**src/rtl/vend_pkg.sv**
```systemverilog
// Shared definitions for the parametrised vending controller:
// one-hot state encoding and coin values in 0.5-unit steps.
// Optional 2.0 coin input is enabled by defining VEND_TWO_COIN_EN.
package vend_pkg;

    // One-hot controller states; the bit positions are used to decode outputs.
    typedef enum logic [2:0] {
        ST_IDLE = 3'b001,
        ST_PAY  = 3'b010,
        ST_GAP  = 3'b100
    } state_t;

    localparam int unsigned ST_IDLE_BIT = 0;
    localparam int unsigned ST_PAY_BIT  = 1;
    localparam int unsigned ST_GAP_BIT  = 2;

    // Coin values in 0.5-unit steps.
    localparam logic [2:0] COIN_HALF = 3'd1;
    localparam logic [2:0] COIN_ONE  = 3'd2;
    localparam logic [2:0] COIN_TWO  = 3'd4;

endpackage

```
**src/rtl/vend_coin_decode.sv**
```systemverilog
// Coin pulse decoder: turns the acceptor pulses of one cycle into a coin
// value, a "exactly one coin" flag and a "two or more coins" flag.
// The pi_money_two-style input i_money_two exists only with VEND_TWO_COIN_EN.
module vend_coin_decode
    import vend_pkg::*;
(
    input  logic       i_money_half,
    input  logic       i_money_one,
`ifdef VEND_TWO_COIN_EN
    input  logic       i_money_two,
`endif
    output logic [2:0] o_value,
    output logic       o_valid,
    output logic       o_multi,
    output logic       o_any
);

    logic [1:0] w_count;
    logic [2:0] w_raw;

    // Count simultaneous pulses and build the raw value; value is only
    // meaningful when exactly one coin arrived, otherwise it reads as zero.
    always_comb begin
        w_count = 2'd0;
        w_raw   = 3'd0;
        w_count = {1'b0, i_money_half} + {1'b0, i_money_one};
        w_raw   = ({3{i_money_half}} & COIN_HALF) | ({3{i_money_one}} & COIN_ONE);
`ifdef VEND_TWO_COIN_EN
        w_count = w_count + {1'b0, i_money_two};
        w_raw   = w_raw | ({3{i_money_two}} & COIN_TWO);
`endif
        o_any   = (w_count != 2'd0);
        o_valid = (w_count == 2'd1);
        o_multi = (w_count >= 2'd2);
        if (o_valid) begin
            o_value = w_raw;
        end else begin
            o_value = 3'd0;
        end
    end

endmodule

```
**src/rtl/vend_ctrl_param.sv**
```systemverilog
// Parametrised vending controller: accumulates credit against PRICE,
// dispenses one product, and pays change/refund as a paced pulse train
// (one po_money pulse every second cycle). Coins arriving while busy or
// several at once are bounced with po_reject.
// Optional feature macro: VEND_TWO_COIN_EN adds the pi_money_two input.
module vend_ctrl_param
    import vend_pkg::*;
#(
    parameter int PRICE    = 5,
    parameter int CREDIT_W = 4
) (
    input  logic                clk,
    input  logic                rst_n,
    input  logic                pi_money_half,
    input  logic                pi_money_one,
`ifdef VEND_TWO_COIN_EN
    input  logic                pi_money_two,
`endif
    input  logic                pi_cancel,
    output logic                po_cola,
    output logic                po_money,
    output logic                po_reject,
    output logic                po_busy,
    output logic [CREDIT_W-1:0] po_credit
);

    localparam logic [CREDIT_W:0]   P_PRICE     = (CREDIT_W+1)'(PRICE);
    localparam logic [CREDIT_W-1:0] CREDIT_ZERO = {CREDIT_W{1'b0}};
    localparam logic [CREDIT_W-1:0] CREDIT_ONE  = {{(CREDIT_W-1){1'b0}}, 1'b1};

    state_t              r_state;
    state_t              w_state_nx;
    logic [CREDIT_W-1:0] r_credit;
    logic [CREDIT_W-1:0] w_credit_nx;
    logic                r_cola;
    logic                w_cola_nx;
    logic                r_reject;
    logic                w_reject_nx;

    logic [2:0]          w_coin_value;
    logic                w_coin_valid;
    logic                w_coin_multi;
    logic                w_coin_any;
    logic [CREDIT_W:0]   w_sum;
    logic [CREDIT_W-1:0] w_rem;

    vend_coin_decode u_coin_decode (
        .i_money_half (pi_money_half),
        .i_money_one  (pi_money_one),
`ifdef VEND_TWO_COIN_EN
        .i_money_two  (pi_money_two),
`endif
        .o_value      (w_coin_value),
        .o_valid      (w_coin_valid),
        .o_multi      (w_coin_multi),
        .o_any        (w_coin_any)
    );

    // Credit plus the incoming coin (zero when no single legal coin), and
    // what is left after paying for one product. PRICE+3 always fits CREDIT_W.
    assign w_sum = {1'b0, r_credit} + (CREDIT_W+1)'(w_coin_value);
    assign w_rem = w_sum[CREDIT_W-1:0] - P_PRICE[CREDIT_W-1:0];

    // Next-state, next-credit and pulse decisions for the one-hot FSM.
    always_comb begin
        w_state_nx  = r_state;
        w_credit_nx = r_credit;
        w_cola_nx   = 1'b0;
        w_reject_nx = 1'b0;
        case (r_state)
            ST_IDLE: begin
                w_reject_nx = w_coin_multi;
                if (pi_cancel) begin
                    // A single coin arriving with cancel is credited and refunded too.
                    if (w_sum != {(CREDIT_W+1){1'b0}}) begin
                        w_credit_nx = w_sum[CREDIT_W-1:0];
                        w_state_nx  = ST_PAY;
                    end else begin
                        w_credit_nx = r_credit;
                        w_state_nx  = ST_IDLE;
                    end
                end else if (w_coin_valid) begin
                    if (w_sum >= P_PRICE) begin
                        w_cola_nx   = 1'b1;
                        w_credit_nx = w_rem;
                        // Start change with a spacer so the first coin out
                        // follows the dispense pulse instead of sharing its cycle.
                        if (w_rem != CREDIT_ZERO) begin
                            w_state_nx = ST_GAP;
                        end else begin
                            w_state_nx = ST_IDLE;
                        end
                    end else begin
                        w_credit_nx = w_sum[CREDIT_W-1:0];
                        w_state_nx  = ST_IDLE;
                    end
                end else begin
                    w_state_nx = ST_IDLE;
                end
            end
            ST_PAY: begin
                w_reject_nx = w_coin_any;
                if (r_credit > CREDIT_ONE) begin
                    w_credit_nx = r_credit - CREDIT_ONE;
                    w_state_nx  = ST_GAP;
                end else begin
                    w_credit_nx = CREDIT_ZERO;
                    w_state_nx  = ST_IDLE;
                end
            end
            ST_GAP: begin
                w_reject_nx = w_coin_any;
                w_state_nx  = ST_PAY;
            end
            default: begin
                // Illegal one-hot code: fall back to a clean idle state.
                w_credit_nx = CREDIT_ZERO;
                w_state_nx  = ST_IDLE;
            end
        endcase
    end

    // State, credit and single-cycle pulse registers.
    always_ff @(posedge clk or negedge rst_n) begin
        if (!rst_n) begin
            r_state  <= ST_IDLE;
            r_credit <= CREDIT_ZERO;
            r_cola   <= 1'b0;
            r_reject <= 1'b0;
        end else begin
            r_state  <= w_state_nx;
            r_credit <= w_credit_nx;
            r_cola   <= w_cola_nx;
            r_reject <= w_reject_nx;
        end
    end

    assign po_cola   = r_cola;
    assign po_reject = r_reject;
    assign po_money  = r_state[ST_PAY_BIT];
    assign po_busy   = ~r_state[ST_IDLE_BIT];
    assign po_credit = r_credit;

endmodule

```
**config.mk**
```make
export PLATFORM = sky130hd
export DESIGN_NAME = vend_ctrl_param
export DESIGN_NICKNAME = d
export VERILOG_FILES = /design/src/rtl/vend_pkg.sv /design/src/rtl/vend_coin_decode.sv /design/src/rtl/vend_ctrl_param.sv
export SDC_FILE = /design/constraint.sdc
export NUM_CORES = 1
export LEC_CHECK = 0
export ABC_AREA = 1
export CORE_MARGIN = 5
export CORE_UTILIZATION = 45
export DETAILED_ROUTE_END_ITERATION = 12
export PLACE_DENSITY = 0.68
export REMOVE_ABC_BUFFERS = 1
export SETUP_SLACK_MARGIN = 0.3
export SKIP_LAST_GASP = 1
export SYNTH_ARGS = -nofsm -noshare
export SYNTH_HDL_FRONTEND = slang
export SYNTH_SLANG_ARGS = --single-unit
```
**constraint.sdc**
```tcl
create_clock -name clk -period 6.7 [get_ports clk]
set_input_delay 1.34 -clock clk [delete_from_list [all_inputs] [get_ports clk]]
set_output_delay 1.34 -clock clk [all_outputs]
set_load 0.1 [all_outputs]
```
After elaboration in Yosys (flattened, before gate mapping)
Cells that the tools add are included.
Storage, ports and cells
  word-level logic and storage cells: 44
  register bits after elaboration: 9
  bits of input ports: 5
  output and inout port bits: 8
Operators by class
  add/sub/neg operators: 4
  magnitude comparators: 3
  multiplexer cells: 19
  reduce and logical (&&, ||, !) cells: 5
  equal/unequal tests: 6
  bitwise logic cells: 3
Operator list (number)
  two-way mux 4 bit: 5
  two-way mux 3 bit: 5
  case mux 4 bit (3 select lines): 1
  case mux 3 bit (3 select lines): 1
  adder 4 x 3 -> 5 bit: 1
  >= comparator 5 x 3 -> 1 bit, second input constant: 1
  nonzero test 5 bit: 1
  > comparator 4 x 1 -> 1 bit, second input constant: 1
  two-way mux 1 bit: 4
  two-way mux 2 bit: 2
  nonzero test 4 bit: 1
  subtractor 4 x 1 -> 4 bit, second input constant: 1
  subtractor 4 x 3 -> 4 bit, second input constant: 1
  equality test 3 x 1 -> 1 bit, second input constant: 1
  equality test 3 x 2 -> 1 bit, second input constant: 1
  equality test 3 bit, second input constant: 1
  != test 3 x 2 -> 1 bit, second input constant: 1
  != test 3 bit, second input constant: 1
  AND reduction 3 bit: 1
  adder 1 x 1 -> 2 bit: 1
  equality test 2 x 1 -> 1 bit, second input constant: 1
  >= comparator 2 bit, second input constant: 1
  inverter 1 bit: 2
  OR 1 x 2 -> 2 bit: 1
  3 further kinds: 3

Depth between registers and ports, before layout
  word-level depth: 11
  depth in mapped cells: 17
  mapped depth without buffers: 17

Cells and area by module
From an unflattened synthesis, not the netlist that was laid out.
Unflattened totals
  cells, all modules: 129
  area, all modules: 962.2 um2
Modules (own cells, without submodules)
  vend_ctrl_param: cells an instance 120, sequential area each 226.5 um2, area an instance 889.6 um2, times used 1
  vend_coin_decode: cells an instance 9, sequential area each 0.0 um2, area an instance 72.6 um2, times used 1

Worst setup path before layout
No wires, ideal clock.
  kind: input to register
  start point: input port pi_money_one
  end point: register r_credit[1], in the netlist po_credit[1]
  buffers on the path: 0
  data arrival time: 3140 ps
  required time: 6580 ps
  library setup time: 120 ps
  setup slack: 3440 ps
  stages: 16
  path through: inv_1 > ha_1 > ha_1 > fa_1 > inv_1 > ha_1 > nand3_1 > nand2_1 > inv_1 > nand3_4 > nand2_4 > nand2_1 > nand3_1 > nand2_1 > nand2_1 > nand2_1
Between the ends
  longest elaborated chain between the ends: 9
  elaborated cells on any way between the ends: 16
  classes of those cells: add/sub (3); order compare (1); eq/ne (3); mux (6); bitwise (1); reduce/logical (2)
Ends and longest elaborated chain
  from (decl): RTL line vend_ctrl_param.sv:15  | input logic pi_money_one,
  adder 1 x 1 -> 2 bit: RTL line vend_coin_decode.sv:26  | w_count = {1'b0, i_money_half} + {1'b0, i_money_one};
  equality test 2 x 1 -> 1 bit: RTL line vend_coin_decode.sv:33  | o_valid = (w_count == 2'd1);
  two-way mux 2 bit: RTL line vend_coin_decode.sv:35  | if (o_valid) begin
  adder 4 x 3 -> 5 bit: RTL line vend_ctrl_param.sv:61  | assign w_sum = {1'b0, r_credit} + (CREDIT_W+1)'(w_coin_value);
  subtractor 4 x 3 -> 4 bit or >= comparator 5 x 3 -> 1 bit (tied branches): RTL line vend_ctrl_param.sv:62, vend_ctrl_param.sv:83
  two-way mux 4 bit: RTL line vend_ctrl_param.sv:83  | if (w_sum >= P_PRICE) begin
  two-way mux 4 bit: RTL line vend_ctrl_param.sv:82  | end else if (w_coin_valid) begin
  two-way mux 4 bit: RTL line vend_ctrl_param.sv:73  | if (pi_cancel) begin
  case mux 4 bit (3 select lines): RTL line vend_ctrl_param.sv:70  | case (r_state)
  to (signal assigned): RTL line vend_ctrl_param.sv:132  | r_credit <= w_credit_nx;
  to (decl): RTL line vend_ctrl_param.sv:33  | logic [CREDIT_W-1:0] r_credit;
Several ways; a longest one is shown, not always the timed one. The select of a mux whose other input is x is not followed.
A chain may end at the register's enable or synchronous reset.

Final worst setup path
Same ends and word-level chain as after synthesis.

==> impl_metrics.csv <==
group,metric,value,unit
min_path,min_from,"po_credit[0]",
worst_setup_path,path_common_cell,"nand2_1",
sta,fmax,0.268,GHz
min_path,min_path_type,"register to register",
min_path,min_to,"po_credit[0]",
yosys,avgSynthCellArea,7.28,um2
final_layout,nFillCells,202,
cts,clk_pin_slew_worst_paths,0.06,ns
sta,hold_viol,0,
yosys,synth.top_cell.area_share,21.7,%
final_layout,fin_util,55.7,%
yosys,netlist_area,925,um2
worst_setup_path,slowest_delay,0.53,ns
worst_setup_path,cp_slowest_cell,"fa_1",
worst_setup_path,cp_max_fo,5,
final_layout,multi_input_area,609,um2
yosys,async_flop_share,100,%
global_route,track_usage,13.7,%
worst_setup_path,cp_data_arrival_time,3.88,ns
sta,fin_crit,3.73,ns
final_layout,antennaDiodeCount,0,
run,max-cap-violations,0,
yosys,ys_top_cells_by_area,"dfrtp_1 (22%), ha_1 (16%), nand2_1 (16%), nand3_1 (8.7%), inv_1 (6.9%)",
worst_setup_path,worstSetupPathType,"primary input to register",
power,peakVddDrop,307,uV
routing,wire_per_inst,11.9,um
floorplanning,die_x,55.3,um
yosys,synth_top_cell_by_area,"dfrtp_1",
yosys,ys_seq_elements,9,
run_status,status,"finished, final reports clean",
yosys,syn_inst,127,
worst_setup_path,path_cells,"clkdlybuf4s50_1 -> inv_1 -> ha_1 -> ha_1 -> fa_1 -> inv_1 -> ha_1 -> nand3_1 -> nand2_1 -> inv_1 -> nand3_4 -> nand2_4 -> nand2_1 -> nand3_1 -> nand2_1 -> nand2_1 -> nand2_1",
worst_setup_path,rr_endpoint,"po_credit[1]",
placed_design,post-place-ws,2.67,ns
sta,max_slew_margin,34.9,%
cts,clock_latency,0.26,ns
global_route,grt_first_pass_wirelength,3.43,mm
cts,cts_inserted_buffers,3,
floorplanning,start_util,47.1,%
placed_design,routabilityCongestion,0.839,
global_route,overflow,0,
cts,cts.sinks,9,
placed_design,dpl_cell_area,1070,um2
sta,finClkSkew,0.00686,ns
yosys,synth_edf_count,0,
cts,clockBufferDepth,2,
sta,maxSlewViolCount,0,
sta,worst_pin_slew,0.973,ns
routing,first_iter_violations,14,
final_layout,area_growth_syn_to_layout,18.3,%
placed_design,place_inst,165,
worst_setup_path,r2r_slack,4.33,ns
yosys,synth.most_common_cell,"nand2_1",
yosys,yosysWarnings,0,
routing,route.final.wire_length,2.01,mm
yosys,ys_types,27,
sta,tns,0,ns
sta,setup_viol,0,
global_route,grt_max_degree,11,
sta,fin_ws,2.97,ns
routing,viasPerCell,5.00,
final_layout,regArea,226,um2
routing,drtAntennaViolNets,0,
routing,drc,0,
final_layout,fin_nets,161,
yosys,seq_area_frac_synth,24.5,%
floorplanning,fp-row-count,16,
worst_setup_path,critPathRequiredTime,6.85,ns
cts,post_cts_buffers,0,
final_layout,drive_gt1_share,13.4,%
placed_design,portBuffers,12,
min_path,hold_depth,2,
global_route,grt_pass1_vias,783,
final_layout,final_cell_area,1090,um2
routing,num_vias,845,
floorplanning,pin_count,13,
sta,period_share,55.7,%
cts,holdBufCountCts,0,
sta,rsz0062_at_grt,"no",
floorplanning,design.die.area,3060,um2
final_layout,fin_cells,169,
floorplanning,fp.dieH,55.3,um
cts,cts_resized,0,
cts,cts_tree,"built",
cts,root_buffer,"clkbuf_4",
global_route,antenna_found_initial,0,
cts,cts.htree.levels,1,
yosys,synthFlopType,"dfrtp_1",
worst_setup_path,critPathLaunchType,"primary input",
yosys,synth.top_cells.by_count,"nand2_1 (39), inv_1 (17), nand3_1 (16)",
worst_setup_path,end_kind,"register",
routing,drt_pass1_iterations,4,
worst_setup_path,reg2reg_depth,14,
floorplanning,fp.coreArea,1960,um2
worst_setup_path,regToRegStartpoint,"po_credit[0]",
placed_design,hpwlAfterDp,1.65,mm
power,powerDensity,460,nW/um2
power,power_leakage,0.588,nW
## worst max path at each step
| stage | from | endpoint | slack, ns | cells after the start |
|---|---|---|---|---|
| after floorplan | pi_money_one | po_credit[1] | 3.43 | 16 |
| after global placement | pi_money_one | po_credit[1] | 2.74 | 17 |
| after detailed placement | pi_money_one | po_credit[0] | 2.67 | 17 |
| after CTS | pi_money_one | po_credit[0] | 2.95 | 17 |
| after global routing | pi_money_one | po_credit[0] | 2.77 | 17 |
| final | pi_money_one | po_credit[1] | 2.97 | 17 |
## where the power goes
group | internal (mW) | switching (mW)
clock network | 0.0229 | 0.0183
logic | 0.104 | 0.261
registers | 0.0732 | 0.0244
total | 0.200 | 0.303
## state kept, by name, indices dropped and copies added, names as in the netlist
signal	count
po_reject	1
po_cola	1
po_credit	4
r_state	3
## logic make-up (layout without fill, tap and decap cells)
logic type | Yosys count | count (layout) | synth area share (%)
flip-flops | 9 | 9 | 24.5
AND/OR/NAND/NOR | 74 | 74 | 39.9
adder cells (fa/ha/maj) | 13 | 13 | 18.4
XOR/XNOR | 3 | 3 | 2.84
AO/OA/AOI/OAI | 7 | 7 | 4.74
buffers and inverters | 21 | 36 | 9.61
## worst max-delay path, delay by kind of cell
kind / cells / cell delay (ns)
AND/OR/NAND/NOR: 9 / 0.61
buffers and inverters: 4 / 0.77
adder cells (fa/ha/maj): 4 / 1.16
## cells in the final DEF, fill, tap and decap left out, types with 2 or more instances in the layout
master / netlist / layout
xor2_1: 2 / 2
nand2_1: 39 / 39
o21ai_0: 2 / 2
inv_1: 17 / 17
nor3_1: 2 / 2
nor2_1: 5 / 5
clkdlybuf4s50_1: 0 / 12
nand3_1: 16 / 16
clkbuf_4: 0 / 3
dfrtp_1: 8 / 8
o22ai_1: 2 / 2
nand2_2: 3 / 3
nand2_4: 3 / 3
ha_1: 12 / 12
inv_2: 2 / 2
## area by class of cell
class	instances	share of cell area, %
tap	27	3.09
timing repair buffer	12	11.0
sequential	9	20.7
inverter	20	7.09
clock buffer	4	2.40
multi-input combinational	97	55.7
## metal layers
layer | vias to the layer above | track usage [%] | share of wire [%] | wire length (um)
li1 | 432 | - | - | -
met3 | 0 | 4.66 | 5.7 | 115
met4 | 0 | 3.13 | 0 | 0
met1 | 392 | 16.5 | 44 | 892
met5 | - | 0 | 0 | 0
met2 | 21 | 23.5 | 50 | 1000
## through the flow
step | total power [mW] | hold WS [ns]
final | 0.503 | 0.618
after global routing | 0.545 | 0.655
after CTS | 0.506 | 0.624
after detailed placement | 0.462 | 0.607
after global placement | 0.456 | 0.586
after floorplan | 0.383 | 0.586
(Power assumes the default switching activity.)
